`src/rtl/sipo_deser.sv`:
```
// Serial-in, parallel-out deserializer: assembles N qualified serial bits into a word
// and hands it to a single-entry output stage with valid/ready and a sticky overrun flag.
module sipo_deser #(
  parameter int N         = 8,
  parameter bit MSB_FIRST = 1'b1
) (
  input  logic         CLK,
  input  logic         res,
  input  logic         din,
  input  logic         bit_en,
  input  logic         start,
  input  logic         ready,
  input  logic         clr_ovr,
  output logic [N-1:0] dout,
  output logic         valid,
  output logic         busy,
  output logic         overrun
);

  // Output handshake: a word transfers on every edge where valid=1 and ready=1;
  // valid never drops without ready, and dout is stable while valid=1 and ready=0.

  localparam int CW = $clog2(N + 1);

  localparam logic [0:0] IDLE  = 1'b0;
  localparam logic [0:0] SHIFT = 1'b1;

  logic [0:0]    state_q, state_d;
  logic [CW-1:0] cnt_q, cnt_d;
  logic [N-1:0]  sr_q, sr_d;
  logic [N-1:0]  dout_q, dout_d;
  logic          valid_q, valid_d;
  logic          ovr_q, ovr_d;
  logic [N-1:0]  shift_src;
  logic [N-1:0]  shifted;
  logic          done;
  logic          load;

  // A start edge shifts into a cleared register so its own bit becomes frame bit 0.
  always_comb begin
    shift_src = start ? '0 : sr_q;
    if (MSB_FIRST) shifted = {shift_src[N-2:0], din};
    else           shifted = {din, shift_src[N-1:1]};
  end

  always_comb begin
    state_d = state_q;
    cnt_d   = cnt_q;
    sr_d    = sr_q;
    done    = 1'b0;
    if (start) begin
      state_d = SHIFT;
      cnt_d   = bit_en ? CW'(1) : '0;
      sr_d    = bit_en ? shifted : '0;
    end else if (state_q == SHIFT && bit_en) begin
      sr_d = shifted;
      if (cnt_q == CW'(N - 1)) begin
        done    = 1'b1;
        state_d = IDLE;
        cnt_d   = '0;
      end else begin
        cnt_d = cnt_q + CW'(1);
      end
    end
  end

  // Completed word is taken when the slot is empty or being drained this edge.
  always_comb begin
    load    = done & (~valid_q | ready);
    valid_d = valid_q;
    dout_d  = dout_q;
    if (load) begin
      valid_d = 1'b1;
      dout_d  = shifted;
    end else if (valid_q & ready) begin
      valid_d = 1'b0;
    end
    ovr_d = ovr_q;
    if (clr_ovr)      ovr_d = 1'b0;
    if (done & ~load) ovr_d = 1'b1;
  end

  always_ff @(posedge CLK) begin
    if (res) begin
      state_q <= IDLE;
      cnt_q   <= '0;
      sr_q    <= '0;
      dout_q  <= '0;
      valid_q <= 1'b0;
      ovr_q   <= 1'b0;
    end else begin
      state_q <= state_d;
      cnt_q   <= cnt_d;
      sr_q    <= sr_d;
      dout_q  <= dout_d;
      valid_q <= valid_d;
      ovr_q   <= ovr_d;
    end
  end

  assign dout    = dout_q;
  assign valid   = valid_q;
  assign busy    = (state_q == SHIFT);
  assign overrun = ovr_q;

endmodule

```
`config.mk`:
```
export PLATFORM = sky130hd
export DESIGN_NAME = sipo_deser
export DESIGN_NICKNAME = d
export VERILOG_FILES = /design/src/rtl/sipo_deser.sv
export SDC_FILE = /design/constraint.sdc
export NUM_CORES = 1
export LEC_CHECK = 0
export ABC_AREA = 1
export BUFFER_PORTS_ARGS = -buffer_cell sky130_fd_sc_hd__buf_2
export CAP_MARGIN = 10
export CORE_ASPECT_RATIO = 1.2
export CORE_MARGIN = 3
export CORE_UTILIZATION = 39
export CTS_CLUSTER_SIZE = 14
export DETAILED_ROUTE_END_ITERATION = 7
export PLACE_DENSITY = 0.59
export SYNTH_ARGS = -nofsm -noshare
export SYNTH_HDL_FRONTEND = slang
export SYNTH_SLANG_ARGS = --single-unit
```
`constraint.sdc`:
```
create_clock -name CLK -period 2.7 [get_ports CLK]
set_input_delay 0.27 -clock CLK [delete_from_list [all_inputs] [get_ports CLK]]
set_output_delay 0.27 -clock CLK [all_outputs]
set_load 0.005 [all_outputs]
```
After elaboration in Yosys (flattened, before gate mapping)
Cells that the tools add are included.
{"block": "word_totals", "ff_bits": 22, "in_bits": 7, "output_inout_bits": 11, "wordCells": 38}
{"block": "classes", "add_sub_neg": 1, "eq_ne": 1, "mux": 18, "bitwise": 6, "reduce_logical": 6}
{"operator": "2-to-1 mux 7 bit", "n": 4}
{"operator": "2-to-1 mux 4 bit", "n": 3}
{"operator": "2-to-1 mux 1 bit", "n": 11}
{"operator": "nonzero test 2 bit", "n": 4}
{"operator": "adder 4 x 1 -> 4 bit (second input constant)", "n": 1}
{"operator": "== test 4 x 3 -> 1 bit (second input constant)", "n": 1}
{"operator": "AND 1 bit", "n": 3}
{"operator": "NOT 1 bit", "n": 2}
{"operator": "AND reduction 2 bit", "n": 1}
{"operator": "logical AND 1 bit", "n": 1}
{"operator": "bitwise OR 1 bit", "n": 1}

Longest topological paths before layout
{"block": "depth", "word_depth": 8, "ltp_mapped": 7, "ltp_nobuf": 7}

Worst setup path after synthesis
OpenSTA, ideal clock, no wires.
{"block": "synth_timing", "kind": "register to register", "from": "register cnt_q[0]", "to": "register dout_q[7] (netlist: dout[7])", "setup_ps": 110, "arrival_time_ps": 1050, "required_time_ps": 2590, "slack_ps": 1540, "stages_incl_launch_ff": 8, "cell_sequence": "dfxtp_1 ha_1 nand2_1 nor2_4 buf_6 nand4_1 nand2_1 nor2_2"}
{"block": "synth_via", "elab_chain_cells": 5}
{"element": "start, declared", "line": "29", "source": "logic [CW-1:0] cnt_q, cnt_d;"}
{"element": "start signal, assigned", "line": "93", "source": "cnt_q <= cnt_d;"}
{"element": "== test 4 x 3 -> 1 bit", "line": "57", "source": "if (cnt_q == CW'(N - 1)) begin"}
{"element": "2-to-1 mux 1 bit", "line": "57"}
{"element": "2-to-1 mux 1 bit", "line": "55", "source": "end else if (state_q == SHIFT && bit_en) begin"}
{"element": "2-to-1 mux 1 bit", "line": "51", "source": "if (start) begin"}
{"element": "AND 1 bit", "line": "69", "source": "load = done & (~valid_q | ready);"}
{"element": "end signal, assigned", "line": "95", "source": "dout_q <= dout_d;"}
{"element": "end, declared", "line": "31", "source": "logic [N-1:0] dout_q, dout_d;"}
Every way passes these cells.
A chain may end at the register's enable or synchronous reset.

Worst setup path after layout
{"block": "layout_timing", "from": "register cnt_q[1]", "to": "register dout_q[4] (netlist: dout[4])"}
Same word-level chain as after synthesis.

==> impl_metrics.py <==
metrics = {
    "worst_setup_path": {
        "cp-end-kind": "flop",
        "cp_data_required_time_ns": 2.95,
        "critPathKind": "flop to flop",
        "crit_path_start_kind": "flop",
        "crit_path_max_fanout": 12,
        "cp.arrival_ns": 1.70,
    },
    "floorplanning": {
        "die_h_um": 64.3,
        "num_rows": 20,
        "ioPinCount": 18,
        "die_x_um": 54.6,
        "die_area_um2": 3510,
        "core_area_um2": 2630,
        "start_util": 0.420,
    },
    "sta": {
        "tns_ns": 0,
        "fin_skew_ns": 0.00354,
        "finalMaxSlewViolations": 0,
        "slew-limit-headroom": 0.739,
        "period_needed_ns": 1.45,
        "rsz0062_at_grt": "false",
        "hold_viol": 0,
        "setup_viol_count_final": 0,
        "fmax_mhz": 687,
        "worstMarginPinSlew_ns": 0.390,
        "holdWs_ns": 0.211,
        "period_share": 0.539,
    },
    "clock_tree": {
        "cts_tree": "built",
        "cts_made_buffers": 3,
        "cts.sinks": 22,
        "post_cts_resized": 0,
        "cts.clk_slew.worst_paths_ns": 0.12,
        "cts-root-buf": "clkbuf_4",
        "ctsHtreeMaxLevel": 1,
        "post_cts_buffers": 0,
        "insertion_delay_ns": 0.30,
        "cts_hold_buf": 0,
        "cts_buffer_depth": 2,
    },
    "route": {
        "dr.first_iter.drc_count": 26,
        "vias": 928,
        "vias_per_cell": 4.64,
        "wl_per_cell_um": 10.0,
        "routed_wl_mm": 2.00,
        "ant_nets": 0,
        "drc": 0,
        "dr.pass1.iters": 4,
    },
    "placed_design": {
        "place_congestion": 0.776,
        "dpl.hpwl_mm": 1.53,
        "io_buffers": 17,
    },
    "synth": {
        "syn_inst": 151,
        "yosysWarnings": 0,
        "synth_seq_cells": 22,
        "synth.cell_area_um2": 1100,
        "synth_top_area_frac": 0.399,
        "avgSynthCellArea_um2": 7.32,
        "synthTopCellsByArea": "dfxtp_1 40%, inv_1 12%, nand2_1 11%",
        "syn_nets": 159,
        "yosysSeqAreaShare": 0.399,
        "synth_top_area_cell": "dfxtp_1",
        "netlist-cell-type-count": 26,
    },
    "power_and_ir_drop": {
        "power.density_nw_per_um2": 458,
        "peakVddDrop_uv": 267,
        "p_sw_mw": 0.133,
        "sw_frac_of_total": 0.237,
        "total_power_mw": 0.561,
        "clkPwrFrac": 0.319,
        "power.internal_mw": 0.428,
        "sequentialPowerShare": 0.598,
        "leakage_nw": 0.577,
        "comb_power_share": 0.083,
    },
    "finish": {
        "drive_gt1_frac": 0.222,
        "fin_nets": 176,
        "n_antenna_cell": 0,
        "area_growth_pct": 10.9,
        "finish.utilization": 0.466,
        "fillCellCount": 265,
    },
    "global_route": {
        "grt-ovfl-total": 0,
        "grt_max_degree": 13,
        "antenna_found_initial": 0,
        "grt_pass1_vias": 846,
        "grt_usage": 0.133,
        "grt_pass1_wl_mm": 3.48,
    },
    "run": {
        "drv_cap": 0,
    },
    "outcome": {
        "run_status": "completed",
    },
    "hold_path": {
        "hold_path.class": "input port to flop",
    },
}
## layout make-up
type / count / area [µm²] / area share
tap: 33 / 41.3 / 0.0337
multi-input combinational: 89 / 490 / 0.400
sequential: 22 / 440 / 0.360
clock buffer: 4 / 36.3 / 0.0296
inverter: 35 / 131 / 0.107
timing repair buffer: 17 / 85.1 / 0.0695
## critical path, cell delays in order, from the launching register on
cell and delay (ns):
dfxtp_1 0.40, ha_1 0.20, nand2_1 0.11, nor2_4 0.29, nand3_4 0.18, nand2_1 0.10, inv_1 0.05, nor2_2 0.09
## kinds of logic after synthesis
group	Yosys count	share of synthesized area
buffers and inverters	40	0.157
AO/OA/AOI/OAI	17	0.0883
flip-flops	22	0.399
adder cells (fa/ha/maj)	1	0.0113
AND/OR/NAND/NOR	71	0.344
## layout by cell type (no fill, tap or decap), types with 2 or more instances in the layout
cell	instances
inv_1	34
nand2_1	31
dfxtp_1	22
buf_2	17
nor2_1	13
nand4_1	9
a21oi_1	8
nor2_2	8
o21ai_0	5
clkbuf_4	3
a21oi_2	2
nand3_1	2
a211oi_1	2
## state kept, by name, summed over array words and instances, names as in the netlist
name     flops
dout         8
sr_q         7
cnt_q        4
busy         1
overrun      1
valid        1
## layer usage
metal  wire, µm  vias to the layer above  global-route usage  part of all wire
li1           -                      490                   -                 -
met1        905                      407               0.166              0.45
met2        962                       29               0.212              0.48
met3        114                        2              0.0233             0.057
met4         21                        0              0.0623             0.010
met5          0                        -                   0                 0
## power groups by stage
stage | logic, mW | clock network, mW | registers (mW)
2_1_floorplan | 0.0351 | 0 | 0.342
3_3_place_gp | 0.0457 | 0 | 0.342
3_5_place_dp | 0.0468 | 0 | 0.342
4_1_cts | 0.0469 | 0.188 | 0.335
5_1_grt | 0.0537 | 0.204 | 0.336
6_report | 0.0468 | 0.179 | 0.335
## synth_stat cells
cell type	count
clkbuf_1	1
buf_8	1
buf_2	1
nand3_1	2
nand2_1	31
dfxtp_1	22
a21oi_1	8
nand3b_1	1
buf_6	1
nand4_1	9
nand3_4	1
nand3b_4	1
nand2_2	1
a211oi_1	2
nor2_2	8
nor2_8	1
a21oi_2	2
inv_1	34
nor2_4	1
o21ai_0	5
buf_4	1
nor3_1	1
nand2_4	1
ha_1	1
clkinv_1	1
nor2_1	13
## metrics by stage
step | instances | cell area (µm²) | setup slack, ns
2_1_floorplan | 151 | 1100 | 1.54
3_3_place_gp | 196 | 1190 | 1.35
3_5_place_dp | 196 | 1190 | 1.27
4_1_cts | 200 | 1220 | 1.23
5_1_grt | 200 | 1220 | 1.10
6_report | 200 | 1220 | 1.25
## path summary, 6_finish.rpt
path	startpoint	end	slack, ns	cells past startpoint
worst max-delay path	cnt_q[1]	dout[4]	1.25	7
worst min-delay path	clr_ovr	overrun	0.21	4
worst max register to register	cnt_q[1]	dout[4]	1.25	7
worst min register to register	overrun	overrun	0.48	2
(Power assumes the default switching activity.)
